===== src/rtl/keypad_scanner.sv =====
// -----------------------------------------------------------------------------
// keypad_scanner
//
// Scans a 4x4 active-low matrix keypad one column at a time, debounces the
// press and the release of a single key, and reports the accepted key as a
// hex code with a one-cycle strobe.
//
// state      | meaning
// -----------+-------------------------------------------------------------
// SCAN       | sweep columns, sample rows at the end of each column slot
// PRESS_DB   | column frozen, waiting for the row code to stay stable
// HELD       | key accepted, waiting for the latched row to go high
// RELEASE_DB | column frozen, waiting for the latched row to stay high
//
// Ports
//   int_osc  in   system clock, all state on its rising edge
//   reset    in   asynchronous active-low reset
//   rows     in   [3:0] keypad rows, active-low, asynchronous to int_osc
//   cols     out  [3:0] column drives, exactly one bit low
//   key      out  [3:0] hex code of the last accepted key
//   keyValid out  one-cycle strobe when a key is accepted
//   keyHeld  out  high from acceptance until the release is debounced
// -----------------------------------------------------------------------------
module keypad_scanner #(
    parameter int SCAN_DIV        = 48000,
    parameter int DEBOUNCE_CYCLES = 960000,
    parameter int CNT_BITS        = 20
) (
    input  logic       int_osc,
    input  logic       reset,
    input  logic [3:0] rows,
    output logic [3:0] cols,
    output logic [3:0] key,
    output logic       keyValid,
    output logic       keyHeld
);

    localparam logic [1:0] ST_SCAN       = 2'd0;
    localparam logic [1:0] ST_PRESS_DB   = 2'd1;
    localparam logic [1:0] ST_HELD       = 2'd2;
    localparam logic [1:0] ST_RELEASE_DB = 2'd3;

    localparam logic [CNT_BITS-1:0] SLOT_LAST = CNT_BITS'(SCAN_DIV - 1);
    localparam logic [CNT_BITS-1:0] DB_LAST   = CNT_BITS'(DEBOUNCE_CYCLES - 1);
    localparam logic [CNT_BITS-1:0] CNT_ONE   = CNT_BITS'(1);

    logic [3:0]          rows_meta_q;
    logic [3:0]          rows_s_q;

    logic [1:0]          state_q,     state_d;
    logic [1:0]          col_idx_q,   col_idx_d;
    logic [CNT_BITS-1:0] slot_cnt_q,  slot_cnt_d;
    logic [CNT_BITS-1:0] db_cnt_q,    db_cnt_d;
    logic [3:0]          row_code_q,  row_code_d;
    logic [1:0]          row_idx_q,   row_idx_d;
    logic [3:0]          key_q,       key_d;
    logic                key_valid_q, key_valid_d;
    logic                key_held_q,  key_held_d;

    logic                press_valid;
    logic [1:0]          press_row;
    logic                rows_match;
    logic                row_released;

    // Row code of the key at row r, column c.
    function automatic logic [3:0] map_key(input logic [1:0] r, input logic [1:0] c);
        logic [3:0] code;
        case ({r, c})
            4'h0: code = 4'h1;
            4'h1: code = 4'h2;
            4'h2: code = 4'h3;
            4'h3: code = 4'hA;
            4'h4: code = 4'h4;
            4'h5: code = 4'h5;
            4'h6: code = 4'h6;
            4'h7: code = 4'hB;
            4'h8: code = 4'h7;
            4'h9: code = 4'h8;
            4'hA: code = 4'h9;
            4'hB: code = 4'hC;
            4'hC: code = 4'hE;
            4'hD: code = 4'h0;
            4'hE: code = 4'hF;
            default: code = 4'hD;
        endcase
        return code;
    endfunction

    // Two-flop synchronizer; idle (pulled-up) value out of reset.
    always_ff @(posedge int_osc or negedge reset) begin
        if (!reset) begin
            rows_meta_q <= 4'hF;
            rows_s_q    <= 4'hF;
        end else begin
            rows_meta_q <= rows;
            rows_s_q    <= rows_meta_q;
        end
    end

    // Only a single low row counts as a press; multi-row patterns are
    // ambiguous and treated as nothing pressed.
    always_comb begin
        press_valid = 1'b0;
        press_row   = 2'd0;
        case (rows_s_q)
            4'b1110: begin press_valid = 1'b1; press_row = 2'd0; end
            4'b1101: begin press_valid = 1'b1; press_row = 2'd1; end
            4'b1011: begin press_valid = 1'b1; press_row = 2'd2; end
            4'b0111: begin press_valid = 1'b1; press_row = 2'd3; end
            default: begin press_valid = 1'b0; press_row = 2'd0; end
        endcase
    end

    assign rows_match   = (rows_s_q == row_code_q);
    // Once held, only the latched row matters; other rows going low are ignored.
    assign row_released = rows_s_q[row_idx_q];

    always_comb begin
        state_d     = state_q;
        col_idx_d   = col_idx_q;
        slot_cnt_d  = slot_cnt_q;
        db_cnt_d    = db_cnt_q;
        row_code_d  = row_code_q;
        row_idx_d   = row_idx_q;
        key_d       = key_q;
        key_valid_d = 1'b0;
        key_held_d  = key_held_q;

        case (state_q)
            ST_SCAN: begin
                if (slot_cnt_q == SLOT_LAST) begin
                    slot_cnt_d = '0;
                    if (press_valid) begin
                        row_code_d = rows_s_q;
                        row_idx_d  = press_row;
                        db_cnt_d   = '0;
                        state_d    = ST_PRESS_DB;
                    end else begin
                        col_idx_d = col_idx_q + 2'd1;
                    end
                end else begin
                    slot_cnt_d = slot_cnt_q + CNT_ONE;
                end
            end

            ST_PRESS_DB: begin
                if (!rows_match) begin
                    state_d    = ST_SCAN;
                    col_idx_d  = col_idx_q + 2'd1;
                    slot_cnt_d = '0;
                end else if (db_cnt_q == DB_LAST) begin
                    state_d     = ST_HELD;
                    key_d       = map_key(row_idx_q, col_idx_q);
                    key_valid_d = 1'b1;
                    key_held_d  = 1'b1;
                end else begin
                    db_cnt_d = db_cnt_q + CNT_ONE;
                end
            end

            ST_HELD: begin
                if (row_released) begin
                    db_cnt_d = '0;
                    state_d  = ST_RELEASE_DB;
                end
            end

            ST_RELEASE_DB: begin
                if (!row_released) begin
                    state_d = ST_HELD;
                end else if (db_cnt_q == DB_LAST) begin
                    state_d    = ST_SCAN;
                    key_held_d = 1'b0;
                    col_idx_d  = col_idx_q + 2'd1;
                    slot_cnt_d = '0;
                end else begin
                    db_cnt_d = db_cnt_q + CNT_ONE;
                end
            end

            default: begin
                state_d = ST_SCAN;
            end
        endcase
    end

    always_ff @(posedge int_osc or negedge reset) begin
        if (!reset) begin
            state_q     <= ST_SCAN;
            col_idx_q   <= 2'd0;
            slot_cnt_q  <= '0;
            db_cnt_q    <= '0;
            row_code_q  <= 4'hF;
            row_idx_q   <= 2'd0;
            key_q       <= 4'h0;
            key_valid_q <= 1'b0;
            key_held_q  <= 1'b0;
        end else begin
            state_q     <= state_d;
            col_idx_q   <= col_idx_d;
            slot_cnt_q  <= slot_cnt_d;
            db_cnt_q    <= db_cnt_d;
            row_code_q  <= row_code_d;
            row_idx_q   <= row_idx_d;
            key_q       <= key_d;
            key_valid_q <= key_valid_d;
            key_held_q  <= key_held_d;
        end
    end

    assign cols     = ~(4'b0001 << col_idx_q);
    assign key      = key_q;
    assign keyValid = key_valid_q;
    assign keyHeld  = key_held_q;

endmodule


===== config.mk =====
export PLATFORM = sky130hd
export DESIGN_NAME = keypad_scanner
export DESIGN_NICKNAME = d
export VERILOG_FILES = /design/src/rtl/keypad_scanner.sv
export SDC_FILE = /design/constraint.sdc
export NUM_CORES = 1
export LEC_CHECK = 0
export ABC_AREA = 0
export BUFFER_PORTS_ARGS = -buffer_cell sky130_fd_sc_hd__buf_2
export CAP_MARGIN = 20
export CORE_MARGIN = 5
export CORE_UTILIZATION = 40
export CTS_CLUSTER_DIAMETER = 150
export DETAILED_ROUTE_END_ITERATION = 7
export GPL_TIMING_DRIVEN = 0
export PLACE_DENSITY = 0.61
export SYNTH_ARGS = -nofsm -noshare
export SYNTH_HDL_FRONTEND = slang
export SYNTH_SLANG_ARGS = --single-unit

===== constraint.sdc =====
create_clock -name int_osc -period 3.5 [get_ports int_osc]
set_clock_uncertainty 0.2 [all_clocks]
set_input_delay 0.7 -clock int_osc [delete_from_list [all_inputs] [get_ports int_osc]]
set_output_delay 0.7 -clock int_osc [all_outputs]
set_load 0.01 [all_outputs]

==> key figures, run 1 <==
Outcome
  • Outcome: completed

Min path
  • Hold endpoint: rows_s_q[2]
  • Worst Hold Class: register to register
  • WHS Path Cells: 0
  • HP Start: rows_meta_q[2]

Final layout
  • Final nets: 429
  • P&R area growth vs syn: 11.2%
  • Final Cell Area: 4120 sq um
  • Fin util: 0.450
  • # diodes: 0
  • Layout cells sized above 1: 0.167
  • Fill cells: 898
  • Most frequent cells in the layout: dfrtp_1 (52), inv_1 (34), nand3_1 (34)
  • Most common cell after layout, fill and taps aside: dfrtp_1

Placed design
  • Routability Congestion: 0.815
  • Post-DP Area: 3920 sq um
  • Pre-CTS setup slack: 0.650 ns
  • IO buf count: 15
  • Post-detail-place hpwl: 5.90 mm

Logic synthesis
  • Post-Synthesis Cells: 389
  • Leading register cell type out of synthesis: dfrtp_1
  • Post-synth top area share: 0.351
  • Yosys warns: 0
  • FF+latch count, synth: 64
  • Mapped Nets: 403
  • Area leader, netlist: dfrtp_1
  • Syn avg cell area: 9.53 sq um
  • Netlist cell types: 57
  • Synth top area cells: dfrtp_1 (35%), dfstp_2 (8.5%), nand3_1 (4.6%)
  • Mapped Area: 3710 sq um
  • Sequential-to-total area share from yosys stat: 0.436
  • Ys async rst share: 1.00
  • EDFF count, synth: 0

STA
  • Final setup viols: 0
  • Least-Margin Pin Slew: 0.975 ns
  • Final worst-path cycle share: 0.822
  • Tmin final: 2.88 ns
  • Unrepaired setup endpoints after global routing: false
  • Final hold violation count: 0
  • Final Worst Setup Slack: 0.624 ns
  • Max-slew headroom: 0.350
  • Fmax: 0.348 GHz
  • Slew Viols, Final: 0
  • Final TNS setup: 0 ns

CTS
  • Cts hold-fix bufs: 0
  • CTS sink count: 64
  • Later-pin clock latency in the skew report: 0.34 ns
  • TritonCTS clock tree: yes
  • Post-CTS Setup Inserts: 0
  • Cts bufs inserted: 9
  • Worst-path clk slew: 0.08 ns
  • CTS root buf: clkbuf_8
  • Post_cts resized: 0
  • Clock buffer depth: 2
  • H-tree depth: 3

Routing
  • Drt wl/cell: 15.9 microns
  • Total Wirelength: 8.46 mm
  • Remaining DRCs: 0
  • Vias: 3,092
  • Initial DRC Count: 126
  • Routed Antenna Nets: 0
  • Vias/cell: 5.82
  • Drt pass-1 iters: 4

Critical path
  • CP Launch Type: register
  • Setup CP Type: register to register
  • FF-to-FF Start: slot_cnt_q[10]
  • Critical path required time: 3.49 ns
  • Worst-case reg-to-reg path depth: 6
  • RR Endpoint: db_cnt_q[5]
  • Arr. time, crit path: 2.86 ns
  • Critical Path Sink Type: register
  • CP max FO: 10
  • Critical path origin: slot_cnt_q[10]
  • R2R setup slack: 0.62 ns

Die
  • Die width: 106 microns
  • Number of I/O pins: 16
  • Die ar.: 11,300 sq um
  • Core box area: 9150 sq um
  • Chip Height: 106 microns
  • # rows: 35
  • Initial Utilization: 0.405

Flow run
  • Max Cap Viol: 0

Power
  • Max VDD drop: 0.159 mV
  • Leakage: 1.66 nW
  • PD cells: 345 nW/um^2

GRT
  • Grt total ovfl: 0
  • Vias in the first global route: 3,024
  • Pin count of the biggest net entering global routing: 65
  • Global Route Usage Sum: 0.161
  • First-pass GRT wire length: 14.8 mm
  • Antenna violations before repair: 0
worst max-delay path by stage:
stage	slack, ns	cells past startpoint	to
CTS	0.63	6	db_cnt_q[5]
global placement	0.69	8	slot_cnt_q[14]
finish	0.62	6	db_cnt_q[5]
floorplan	1.00	5	col_idx_q[1]
detailed placement	0.65	6	db_cnt_q[5]
global route	0.44	6	db_cnt_q[5]
per-layer routing:
metal / vias up / wire length, microns / GRT usage
li1: 1499 / - / -
met1: 1518 / 3980 / 0.213
met2: 63 / 4050 / 0.264
met3: 12 / 307 / 0.0322
met4: 0 / 119 / 0.0509
met5: - / 0 / 0
critical path, cell delays in order, from the launching register on:
cell and delay [ns]:
dfrtp_1 0.44, or4b_2 0.67, nor4_1 0.25, o2111ai_1 0.47, nand3_1 0.26, buf_2 0.27
o221ai_1 0.15
report_power, final:
part           total [mW]  leakage (nW)  switching (mW)  internal (mW)
registers           0.751         0.838         0.00330          0.748
clock network       0.641        0.0993           0.294          0.347
logic              0.0318         0.727          0.0232        0.00860
total                1.42          1.66           0.320           1.10
per-stage QoR:
step / hold WS, ns / std cells / power [mW]
3_3_place_gp: 0.145 / 515 / 0.797
4_1_cts: 0.164 / 531 / 1.44
2_1_floorplan: 0.145 / 389 / 0.776
5_1_grt: 0.165 / 531 / 1.48
3_5_place_dp: 0.149 / 515 / 0.798
6_report: 0.162 / 531 / 1.42
cells in the mapped netlist (all sizes together) (12+ instances only):
cell     n
o21ai   20
dfstp   12
a211oi  12
clkbuf  15
nand3   34
a31oi   15
nand4   17
dfrtp   52
nor2    15
nand2   27
and3    13
inv     34
layout make-up:
cell class | instances | area (sq um) | area share
Inverter | 34 | 128 | 0.0310
Buffer | 22 | 104 | 0.0252
Clock buffer | 11 | 141 | 0.0343
Timing Repair Buffer | 15 | 77.6 | 0.0188
Multi-Input combinational cell | 269 | 1860 | 0.451
Sequential cell | 64 | 1620 | 0.392
Clock inverter | 5 | 56.3 | 0.0137
Tap cell | 111 | 139 | 0.0337
registers in the layout, indices dropped and copies added (netlist names):
register     flops
db_cnt_q        20
slot_cnt_q      20
key              4
row_code_q       4
rows_meta_q      4
rows_s_q         4
col_idx_q        2
row_idx_q        2
state_q          2
keyHeld          1
keyValid         1
logic make-up (layout without fill, tap and decap cells):
group / after synthesis / in the layout / synth area share
AOI/OAI and AO/OA: 82 / 82 / 0.157
xor gates and xnor gates: 9 / 9 / 0.0213
adders and majority gates: 8 / 8 / 0.0270
buffers and inverters: 56 / 87 / 0.0624
DFF: 64 / 64 / 0.436
muxes: 20 / 20 / 0.0641
and+or+nand+nor: 150 / 150 / 0.232
(Power assumes the default switching activity.)
==> run 2: changes to the inputs <==
- PLACE_DENSITY: 0.61 -> 0.63
- clock period: 3.5 -> 2.5 ns (I/O delays scaled with it)
==> key figures, run 2 (synthesis gave the netlist of run 1 again) <==
Final layout
  • Layout cells sized above 1: 0.307 (+0.141)
  • # diodes: 0 (unchanged)
  • P&R area growth vs syn: 25.2%
  • Most common cell after layout, fill and taps aside: dfrtp_1
  • Final Cell Area: 4640 sq um (+13%)
  • Regs by FF count: db_cnt_q (20), slot_cnt_q (20)
  • Most frequent cells in the layout: dfrtp_1 (52), inv_1 (34), nand3_1 (33)
  • Final nets: 445 (+3.7%)

Critical path
  • Crit path cell chain: or4b_4 -> nor4_4 -> buf_4 -> a41oi_4 -> nor4b_4 -> mux2_4
  • Arr. time, crit path: 2.56 ns (-0.30 ns)
  • CP max FO: 3 (-7)
  • Critical-path cell with the highest stage delay: or4b_4
  • CP Launch Type: register
  • Setup CP Type: register to register
  • Critical path required time: 2.52 ns (-0.97 ns)
  • Critical Path Sink Type: register
  • Crit-path max cell delay: 0.56 ns (-0.11 ns)

CTS
  • Worst-path clk slew: 0.07 ns (about the same)
  • Cts bufs inserted: 9 (unchanged)
  • TritonCTS clock tree: yes
  • Clock buffer depth: 2 (unchanged)
  • Cts hold-fix bufs: 0 (unchanged)
  • Later-pin clock latency in the skew report: 0.34 ns (about the same)
  • CTS root buf: clkbuf_8
  • CTS sink count: 64 (unchanged)
  • H-tree depth: 3 (unchanged)

Routing
  • Initial DRC Count: 159 (+26%)
  • Vias: 3,264 (+5.6%)
  • Drt pass-1 iters: 5 (+1)
  • Top Layer Used: met4
  • Total Wirelength: 9.42 mm (+11%)
  • Remaining DRCs: 0 (unchanged)
  • DR WL met3: 415 microns (+35%)
  • Metal1 wirelength: 4.16 mm (+4.6%)
  • Routed Antenna Nets: 0 (unchanged)
  • Metal2 WL: 4.65 mm (+15%)
  • Drt wl/cell: 17.2 microns (+8.1%)
  • Vias/cell: 5.97 (+2.5%)

GRT
  • Pin count of the biggest net entering global routing: 65 (unchanged)
  • Vias in the first global route: 3,215 (+6.3%)
  • First-pass GRT wire length: 15.7 mm (+6.0%)
  • Antenna violations before repair: 0 (unchanged)
  • Grt total ovfl: 0 (unchanged)
  • Global Route Usage Sum: 0.171 (+0.00998)

Power
  • Power Total: 2.02 mW (+42%)
  • Leakage: 1.86 nW (+12%)
  • PD cells: 435 nW/um^2 (+26%)
  • Max VDD drop: 0.399 mV (+150%)

Die
  • Die ar.: 11,300 sq um (unchanged)
  • Initial Utilization: 0.405 (unchanged)
  • Core box area: 9150 sq um (unchanged)
  • Chip Height: 106 microns (unchanged)
  • Number of I/O pins: 16 (unchanged)
  • Die width: 106 microns (unchanged)
  • # rows: 35 (unchanged)

Flow run
  • Max Cap Viol: 0 (unchanged)

STA
  • Least-Margin Pin Slew: 0.809 ns (-0.165 ns)
  • Unrepaired setup endpoints after global routing: true
  • Slew Viols, Final: 0 (unchanged)
  • Final hold violation count: 0 (unchanged)
  • Fmax: 0.395 GHz (+14%)
  • Final Worst Setup Slack: -0.0314 ns (-0.656 ns)
  • Tmin final: 2.53 ns (-0.344 ns)
  • Final setup viols: 2 (+2)
  • Final worst-path cycle share: 1.01 (+0.191)
  • Max-slew headroom: 0.460 (+0.110)
  • Final TNS setup: -0.0428 ns (-0.0428 ns)

Outcome
  • Outcome: finished, violations left
  • Violated checks: setup timing

Placed design
  • IO buf count: 15 (unchanged)
  • Post-DP Area: 3920 sq um (unchanged)
  • Post-detail-place hpwl: 5.74 mm (-2.7%)
  • Routability Congestion: 0.828 (+1.6%)

Min path
  • Worst Hold Class: primary input to async pin
[run 2: cell types whose count changed in the layout (fill, tap and decap cells not counted), sizes merged]
cell	delta
buf	+19
clkbuf	-1
clkinv	-1
clkinvlp	-1
[run 2: final timing paths]
path	from	end	slack, ns	cells past startpoint
worst min register to register	rows_meta_q[0]	rows_s_q[0]	0.15	0
worst max register to register	db_cnt_q[9]	col_idx_q[1]	-0.03	6
worst max-delay path	db_cnt_q[9]	col_idx_q[1]	-0.03	6
max in group asynchronous	reset	db_cnt_q[0]	1.52	1
min in group int_osc	rows[3]	rows_meta_q[3]	0.06	1
worst min-delay path	reset	db_cnt_q[11]	0.02	1
[run 2: power by group]
part           leakage (nW)  internal (mW)  switching (mW)
logic                 0.922         0.0124          0.0320
registers             0.838           1.05         0.00685
clock network         0.103          0.513           0.406
total                  1.86           1.57           0.445
[run 2: routing by layer]
metal / vias up / track usage
met3: 21 / 0.0328
met5: - / 0
met1: 1637 / 0.228
li1: 1527 / -
met4: 0 / 0.0518
met2: 79 / 0.280
[run 2: final cells by class]
cell class,count,area [sq um]
fillers,820,4510
multi-input cells,269,2170
flip-flops and latches,64,1620
repair buffers,34,256
clock buffers,13,159
well taps,111,139
plain buffers,19,136
inverters,34,128
clock inverters,3,40.0
[run 2: worst max-delay path, delay by kind of cell, from the launching register on]
family	cells	cell delay (ns)
muxes	1	0.32
AOI/OAI and AO/OA	1	0.15
and+or+nand+nor	3	1.14
DFF	1	0.40
buffers and inverters	1	0.20
[run 2: through the flow]
step	instances	utilization	worst slack [ns]	hold slack [ns]
2_1_floorplan	389	-	0.00360	0.00441
3_3_place_gp	515	0.428	-0.384	0.146
3_5_place_dp	515	0.429	-0.439	0.147
4_1_cts	544	0.482	-0.131	0.0380
5_1_grt	547	0.507	-0.115	0.0434
6_report	547	0.507	-0.0314	0.0222
[run 2: timing repair]
item	CTS	global route
buffers inserted	11	4
endpoints found under the setup margin	54	53
resized for setup	44	47
pin swaps	7	17
gates cloned	3	0
